File: config.mk
export PLATFORM = sky130hd
export DESIGN_NAME = univ_shift_reg
export DESIGN_NICKNAME = d
export VERILOG_FILES = /design/src/rtl/shift_pkg.sv /design/src/rtl/shift_cell.sv /design/src/rtl/univ_shift_reg.sv
export SDC_FILE = /design/constraint.sdc
export NUM_CORES = 1
export LEC_CHECK = 0
export ABC_AREA = 0
export CAP_MARGIN = 5
export CORE_MARGIN = 4
export CORE_UTILIZATION = 40
export DETAILED_ROUTE_END_ITERATION = 7
export HOLD_SLACK_MARGIN = 0.06
export PLACE_DENSITY_LB_ADDON = 0.25
export SYNTH_ARGS = -nofsm -noshare
export SYNTH_HDL_FRONTEND = slang
export SYNTH_SLANG_ARGS = --single-unit
File: constraint.sdc
create_clock -name clk -period 1.4 [get_ports clk]
set_clock_uncertainty 0.1 [all_clocks]
set_input_delay 0.14 -clock clk [delete_from_list [all_inputs] [get_ports clk]]
set_output_delay 0.14 -clock clk [all_outputs]
set_load 0.1 [all_outputs]
File: src/rtl/shift_pkg.sv
// Shared definitions for shift/serdes style blocks: command encodings and
// the width helper for bit counters that must reach the register width.
package shift_pkg;

  typedef enum logic [2:0] {
    MODE_HOLD  = 3'b000,
    MODE_SHL   = 3'b001,
    MODE_SHR   = 3'b010,
    MODE_ROL   = 3'b011,
    MODE_ROR   = 3'b100,
    MODE_LOAD  = 3'b101,
    MODE_CLEAR = 3'b110,
    MODE_RSVD  = 3'b111
  } shift_mode_e;

  // Bits needed to represent 0..w inclusive.
  function automatic int cnt_width(input int w);
    return $clog2(w + 1);
  endfunction

endpackage

File: src/rtl/shift_cell.sv
// One bit of the universal shift register: next-state mux plus flop.
// Boundary bits receive their serial or wrap-around source through the neighbour inputs.
module shift_cell
  import shift_pkg::*;
(
  input  logic        clk,
  input  logic        rst,
  input  logic        en,
  input  shift_mode_e mode,
  input  logic        left_bit,
  input  logic        right_bit,
  input  logic        pin_bit,
  input  logic        rst_bit,
  output logic        q
);

  logic q_next;

  always_comb begin
    q_next = q;
    if (en) begin
      unique case (mode)
        MODE_SHL, MODE_ROL: q_next = right_bit;
        MODE_SHR, MODE_ROR: q_next = left_bit;
        MODE_LOAD:          q_next = pin_bit;
        MODE_CLEAR:         q_next = rst_bit;
        default:            q_next = q;
      endcase
    end
  end

  always_ff @(posedge clk or negedge rst) begin
    if (!rst) q <= rst_bit;
    else      q <= q_next;
  end

endmodule

File: src/rtl/univ_shift_reg.sv
// Universal shift register: shift/rotate/load/clear with a shift counter that
// pulses frame_done for one cycle each time WIDTH shift operations complete.
module univ_shift_reg
  import shift_pkg::*;
#(
  parameter int               WIDTH   = 4,
  parameter logic [WIDTH-1:0] RST_VAL = '0
) (
  input  logic                        clk,
  input  logic                        rst,
  input  logic                        en,
  input  logic [2:0]                  mode,
  input  logic [WIDTH-1:0]            pin,
  input  logic                        sin_l,
  input  logic                        sin_r,
  output logic [WIDTH-1:0]            pout,
  output logic                        sout_l,
  output logic                        sout_r,
  output logic [cnt_width(WIDTH)-1:0] bit_cnt,
  output logic                        frame_done
);

  localparam int CW = cnt_width(WIDTH);
  localparam logic [CW-1:0] LAST_CNT = CW'(WIDTH - 1);

  shift_mode_e mode_e;
  assign mode_e = shift_mode_e'(mode);

  // The end cells pick serial input or the opposite end depending on shift vs rotate.
  for (genvar i = 0; i < WIDTH; i++) begin : g_cell
    logic l_nb;
    logic r_nb;

    if (i == WIDTH - 1) begin : g_msb
      assign l_nb = (mode_e == MODE_ROR) ? pout[0] : sin_l;
    end else begin : g_mid_l
      assign l_nb = pout[i+1];
    end

    if (i == 0) begin : g_lsb
      assign r_nb = (mode_e == MODE_ROL) ? pout[WIDTH-1] : sin_r;
    end else begin : g_mid_r
      assign r_nb = pout[i-1];
    end

    shift_cell u_cell (
      .clk       (clk),
      .rst       (rst),
      .en        (en),
      .mode      (mode_e),
      .left_bit  (l_nb),
      .right_bit (r_nb),
      .pin_bit   (pin[i]),
      .rst_bit   (RST_VAL[i]),
      .q         (pout[i])
    );
  end

  assign sout_l = pout[WIDTH-1];
  assign sout_r = pout[0];

  logic            is_shift;
  logic [CW-1:0]   cnt_next;
  logic            done_next;

  assign is_shift = (mode_e == MODE_SHL) || (mode_e == MODE_SHR) ||
                    (mode_e == MODE_ROL) || (mode_e == MODE_ROR);

  // frame_done defaults low so it can only ever be a single-cycle pulse.
  always_comb begin
    cnt_next  = bit_cnt;
    done_next = 1'b0;
    if (en) begin
      if (is_shift) begin
        if (bit_cnt == LAST_CNT) begin
          cnt_next  = '0;
          done_next = 1'b1;
        end else begin
          cnt_next = bit_cnt + 1'b1;
        end
      end else if (mode_e == MODE_LOAD || mode_e == MODE_CLEAR) begin
        cnt_next = '0;
      end
    end
  end

  always_ff @(posedge clk or negedge rst) begin
    if (!rst) begin
      bit_cnt    <= '0;
      frame_done <= 1'b0;
    end else begin
      bit_cnt    <= cnt_next;
      frame_done <= done_next;
    end
  end

endmodule

==> results.sh, run 1 <==
export IMPL_synth_cell_types=37
export IMPL_final_area_mm2=0.001147
export IMPL_syn_area_um2=671.9
export IMPL_critPathBufInv=0
export IMPL_status="completed"
export IMPL_crit_family="flip-flops"
export IMPL_clock_fmax_mhz=725.5
export IMPL_ioPinCount=22
export IMPL_start_util=0.4359
export IMPL_regArea_um2=214.0
export IMPL_synth_area_mux_share=0.05214
export IMPL_slowest_stage="dfrtp_4"
export IMPL_hold_violations=0
export IMPL_ff2ff_path_depth=5
export IMPL_hold_slack_ns=0.06346
export IMPL_path_cells="ha_4, nor2b_4, nor3_2, mux2i_1, o211ai_1"
export IMPL_fin_nets=126
export IMPL_cts_clk_slew_worst_paths_ns=0.06
export IMPL_synth_compound_area_frac=0.3128
export IMPL_antenna_found_initial=0
export IMPL_rsz0062_at_grt="true"
export IMPL_maxCapViolCount=0
export IMPL_setup_viol=0
export IMPL_grt_pass1_wl_um=2856
export IMPL_fp_dieArea_mm2=0.002400
export IMPL_synth_most_common_cell="nand2_1"
export IMPL_ys_seq_area_frac=0.2980
export IMPL_synth_xor_area_frac=0.01304
export IMPL_post_route_util=0.7443
export IMPL_final_max_slew_viol_count=0
export IMPL_r2r_slack_ns=0.02
export IMPL_drive_above_1_share=0.4018
export IMPL_r2r_end="bit_cnt[0]"
export IMPL_wl_um=1697
export IMPL_fp_dieH_um=48.99
export IMPL_hold_class="in -> async"
export IMPL_yosys_warnings=0
export IMPL_synth_common_cells="nand2_1 (9), dfrtp_1 (8), buf_4 (6), a21oi_1 (5)"
export IMPL_drt_iter0_drc=25
export IMPL_cp_start_kind="flop"
export IMPL_drc=0
export IMPL_period_share=0.9846
export IMPL_htree_levels=1
export IMPL_r2r_start="bit_cnt[1]"
export IMPL_dieWidth_um=48.99
export IMPL_root_buffer="clkbuf_4"
export IMPL_worstPathMaxFanout=3
export IMPL_synth_avg_cell_area_um2=8.614
export IMPL_multi_input_area_um2=417.9
export IMPL_wl_per_cell_um=13.26
export IMPL_ant_nets=0
export IMPL_dr_total_vias=724
export IMPL_viasPerCell=5.656
export IMPL_cts_setup_buffers=0
export IMPL_drtPass1Iterations=4
export IMPL_synthFlopType="dfrtp_1"
export IMPL_place_area_mm2=0.001116
export IMPL_cts_buffer_depth=2
export IMPL_cts_num_sinks=8
export IMPL_gr_total_overflow=0
export IMPL_cp_data_arrival_time_ns=1.44
export IMPL_core_area_mm2=0.001541
export IMPL_p_leak_uw=0.0005080
export IMPL_fin_total_pwr_uw=1701
export IMPL_synth_top_family_by_area="compound AO/OA/AOI/OAI gates"
export IMPL_crit_path_end="bit_cnt[0]"
export IMPL_row_count=14
export IMPL_grt_max_degree=19
export IMPL_area_delta_synth_final_pct=70.76
export IMPL_cp_required_ns=1.46
export IMPL_max_slew_margin=0.7647
export IMPL_synth_async_reset_ratio=1.000
export IMPL_syn_num_nets=91
export IMPL_worstSetupEndpointType="flop"
export IMPL_yosysTopAreaCell="dfrtp_1"
export IMPL_critPathLaunch="bit_cnt[1]"
export IMPL_grt_pass1_vias=665
export IMPL_p_per_area_mw_per_mm2=1483
export IMPL_cts_tree="yes"
export IMPL_synth_top_area_frac=0.2980
export IMPL_dp_hpwl_um=1348
export IMPL_fill_cells=107
export IMPL_synth_top_cells_by_area="dfrtp_1 (30%), buf_4 (6.7%), nand2_1 (5.0%)"
export IMPL_grt_util_all_layers=0.1462
export IMPL_yosys_area_share_simple=0.1806
export IMPL_worstSetupPathType="reg -> reg"
export IMPL_io_buffers=21
export IMPL_max_stage_delay_ns=0.48
export IMPL_synth_edf_count=0
export IMPL_clk_latency_ns=0.24
export IMPL_netlist_instances=78
export IMPL_tightest_slew_ns=0.3519
export IMPL_period_needed_ns=1.378
export IMPL_synth_ff_latch_count=8
export IMPL_numCtsBuffers=3
export IMPL_antennaDiodeCount=0
export IMPL_irDropWorstVdd_mv=0.8576
export IMPL_gp_congestion=0.8036
export IMPL_synthAdderAreaFrac=0.01862
export IMPL_path_depth=5
==> stage by stage <==
step                      setup TNS [ns]  worst slack, ns  cells
final                                  0          0.02162    128
after global routing            -0.06240         -0.03219    128
after CTS                              0          0.02729    128
after detailed placement          -1.700          -0.2823    124
after global placement            -1.465          -0.2739    124
after floorplan                  -0.3678          -0.1944     78
==> area by class of cell <==
class | instances | area share
Inverter | 3 | 0.009815
Tap cell | 16 | 0.01745
Timing Repair Buffer | 39 | 0.3991
Clock buffer | 4 | 0.02290
Sequential cell | 8 | 0.1865
Multi-Input combinational cell | 58 | 0.3642
==> how the worst min path moves through the flow <==
| stage | endpoint | slack (ns) |
|---|---|---|
| floorplan | bit_cnt[2] | -0.26 |
| finish | bit_cnt[1] | 0.06 |
| CTS | frame_done | 0.07 |
| detailed placement | g_cell[3].u_cell.q | 0.34 |
| global route | bit_cnt[1] | 0.07 |
| global placement | g_cell[3].u_cell.q | 0.34 |
==> report_power, final <==
part | internal (µW) | leakage (µW) | total (µW) | switching [µW]
logic | 478 | 0.000397 | 1160 | 685
clock network | 109 | 0.0000150 | 183 | 73.9
registers | 299 | 0.0000963 | 356 | 56.2
==> repair_timing <==
action / 4_1_cts / 5_1_grt
setup endpoints to repair: 3 / 3
pin swaps: 1 / 0
resized for setup: 2 / 3
hold buffers: 0 / 0
==> logic make-up (layout without fill, tap and decap cells) <==
kind of cell    Yosys count  count (layout)
xor+xnor                  1               1
buf+inv                  12              46
fa+ha+maj                 1               1
simple gates             25              25
compound gates           28              28
flops                     8               8
mux                       3               3
==> per-layer routing <==
layer,part of all wire,global-route usage
met3,0.066,0.02446
met2,0.43,0.2043
met1,0.49,0.2150
met4,0.020,0.06726
met5,0,0
==> sequential cells by signal (all words and copies together), names as in the netlist <==
signal           flops
frame_done           1
g_cell.u_cell.q      4
bit_cnt              3
==> layout by cell type, fill, tap and decap left out, types with 2 or more instances in the layout <==
cell type,instances
a211oi_1,2
a21o_1,2
a21oi_1,5
buf_12,11
buf_4,17
clkbuf_4,3
clkdlybuf4s50_1,8
dfrtp_1,3
dfrtp_2,2
dfrtp_4,3
dlygate4sd2_1,2
inv_1,3
mux2i_1,2
nand2_1,9
nand3_1,4
nor2_1,3
o211ai_1,3
o21ai_0,3
Note: power is estimated with default switching activity, not from simulation.
==> run 2: changes to the inputs <==
- ABC_CLOCK_PERIOD_IN_PS: unset -> 1400
==> results of run 2 <==
Same layout as run 1: the final DEF is identical, and so are final timing and power.
==> run 3: changes to the inputs <==
- ABC_CLOCK_PERIOD_IN_PS: 1400 -> 1370
- CAP_MARGIN: 5 -> 30
- CORE_UTILIZATION: 40 -> 44
- SLEW_MARGIN: unset -> 20
- clock period: 1.4 -> 1.37 ns (I/O delays scaled with it)
==> results.sh, run 3 (same netlist as run 1, synthesis figures left out) <==
export IMPL_status="finished with violations"
export IMPL_violations="negative setup slack"
export IMPL_p_leak_uw=0.0005154
export IMPL_r2r_end="g_cell[2].u_cell.q"
export IMPL_clockPowerShare=0.108
export IMPL_net_switching_power_uw=905.0
export IMPL_r2r_start="g_cell[3].u_cell.q"
export IMPL_root_buffer="clkbuf_4"
export IMPL_period_share=1.069
export IMPL_drtPass1Iterations=4
export IMPL_p_per_area_mw_per_mm2=1561
export IMPL_worstSetupPathType="reg -> reg"
export IMPL_dp_hpwl_um=1589
export IMPL_grt_pass1_vias=800
export IMPL_row_count=13
export IMPL_grt_max_degree=11
export IMPL_ff2ff_path_depth=5
export IMPL_wl_um=2227
export IMPL_cts_buffer_depth=2
export IMPL_holdPathStages=3
export IMPL_clock_fmax_mhz=682.7
export IMPL_final_area_mm2=0.001175
export IMPL_final_cell_mix="buf_4 (17), buf_12 (10), nand2_1 (8), clkdlybuf4s50_1 (8), a21oi_1 (5)"
export IMPL_period_needed_ns=1.465
export IMPL_fp_dieH_um=47.08
export IMPL_drc=0
export IMPL_gr_total_overflow=0
export IMPL_layout_commonest_cell="buf_4"
export IMPL_rsz0062_at_grt="true"
export IMPL_hold_class="in -> reg"
export IMPL_numCtsBuffers=3
export IMPL_area_delta_synth_final_pct=74.86
export IMPL_r2r_slack_ns=-0.09
export IMPL_largest_reg_flops=4
export IMPL_stdcell_count=128
export IMPL_cp_required_ns=1.42
export IMPL_crit_family="flip-flops"
export IMPL_worstSetupEndpointType="flop"
export IMPL_hold_violations=0
export IMPL_maxCapViolCount=0
export IMPL_max_stage_delay_ns=0.48
export IMPL_fin_nets=127
export IMPL_ioPinCount=22
export IMPL_combPwrFrac=0.684
export IMPL_setup_viol=3
export IMPL_hold_slack_ns=0.2532
export IMPL_start_util=0.4918
export IMPL_fp_dieArea_mm2=0.002216
export IMPL_htree_levels=1
export IMPL_fin_total_pwr_uw=1834
export IMPL_io_buffers=21
export IMPL_final_max_slew_viol_count=0
export IMPL_seqPwrFrac=0.208
export IMPL_cts_clk_slew_worst_paths_ns=0.06
export IMPL_reg_top3="g_cell.u_cell.q (4), bit_cnt (3), frame_done (1)"
export IMPL_grt_pass1_wl_um=3491
export IMPL_placed_cells=122
export IMPL_antennaDiodeCount=0
export IMPL_regMostFlops="g_cell.u_cell.q"
export IMPL_wl_per_cell_um=17.40
export IMPL_critPathBufInv=1
export IMPL_drt_iter0_drc=40
export IMPL_cts_num_sinks=8
export IMPL_drive_above_1_share=0.4248
export IMPL_viasPerCell=6.109
export IMPL_hold_path_end="bit_cnt[1]"
export IMPL_max_slew_margin=0.7267
export IMPL_hp_start="mode[1]"
export IMPL_core_area_mm2=0.001366
export IMPL_p_int_uw=929.2
export IMPL_dr_total_vias=782
export IMPL_cp_data_arrival_time_ns=1.51
export IMPL_path_cells="buf_4, nor3b_1, a21oi_1, a211oi_2, a21o_1"
export IMPL_slowest_stage="dfrtp_4"
export IMPL_clk_latency_ns=0.26
export IMPL_power_share_switching=0.4934
export IMPL_grt_util_all_layers=0.2250
export IMPL_cp_start_kind="flop"
export IMPL_cts_tree="yes"
export IMPL_antenna_found_initial=0
export IMPL_worstPathMaxFanout=5
export IMPL_place_area_mm2=0.001095
export IMPL_irDropWorstVdd_mv=1.036
export IMPL_dieWidth_um=47.08
export IMPL_fin_ws_ns=-0.09471
export IMPL_ant_nets=0
export IMPL_post_route_util=0.8599
export IMPL_gp_congestion=0.8207
export IMPL_tightest_slew_ns=0.4099
run 3: changes by cell type in the layout (fill, tap and decap cells not counted), sizes merged:
cell,change
dlygate4sd3,+1
run 3: how the worst max path moves through the flow:
stage | start | end | slack [ns] | depth (start not counted)
global route | bit_cnt[0] | bit_cnt[0] | -0.18 | 5
CTS | bit_cnt[0] | bit_cnt[0] | -0.09 | 5
floorplan | bit_cnt[0] | bit_cnt[0] | -0.22 | 5
global placement | mode[2] | g_cell[1].u_cell.q | -0.31 | 6
finish | g_cell[3].u_cell.q | g_cell[2].u_cell.q | -0.09 | 5
detailed placement | mode[2] | g_cell[2].u_cell.q | -0.35 | 6
run 3: repair_timing:
action	CTS	global route
hold buffers	1	0
pin swaps	4	4
endpoints found under the setup margin	6	7
hold endpoints to repair	8	0
setup buffers	1	1
gates resized for setup	4	9
run 3: layer usage:
layer	global-route usage	wire, µm	part of all wire	up-vias
met5	0	0	0	-
met4	0.1547	78	0.035	0
met3	0.04215	200	0.090	7
met2	0.3360	1104	0.50	44
met1	0.2914	844	0.38	376
li1	-	-	-	355
run 3: tightest hold or removal path: cells and delay by family:
kind / cells / cell delay [ns]
buffers and inverters: 1 / 0.22
AO/OA/AOI/OAI: 1 / 0.12
AND/OR/NAND/NOR: 1 / 0.09
run 3: final cells by class:
cell class / instances / area, µm²
repair buffers: 40 / 459.2
multi-input cells: 58 / 445.4
flip-flops and latches: 8 / 214.0
fillers: 81 / 191.4
clock buffers: 4 / 26.28
well taps: 15 / 18.77
inverters: 3 / 11.26
run 3: stage by stage:
step	TNS (ns)	worst slack [ns]
6_report	-0.1890	-0.09471
5_1_grt	-0.3535	-0.1758
4_1_cts	-0.1055	-0.08502
3_5_place_dp	-2.283	-0.3453
3_3_place_gp	-2.053	-0.3098
2_1_floorplan	-0.4577	-0.2243
run 3: power by group through the flow:
stage / clock [µW] / combinational, µW / sequential (µW)
global route: 222 / 1310 / 385
finish: 199 / 1250 / 381
CTS: 209 / 1210 / 374
detailed placement: 0 / 1180 / 380
floorplan: 0 / 446 / 662
global placement: 0 / 1160 / 373
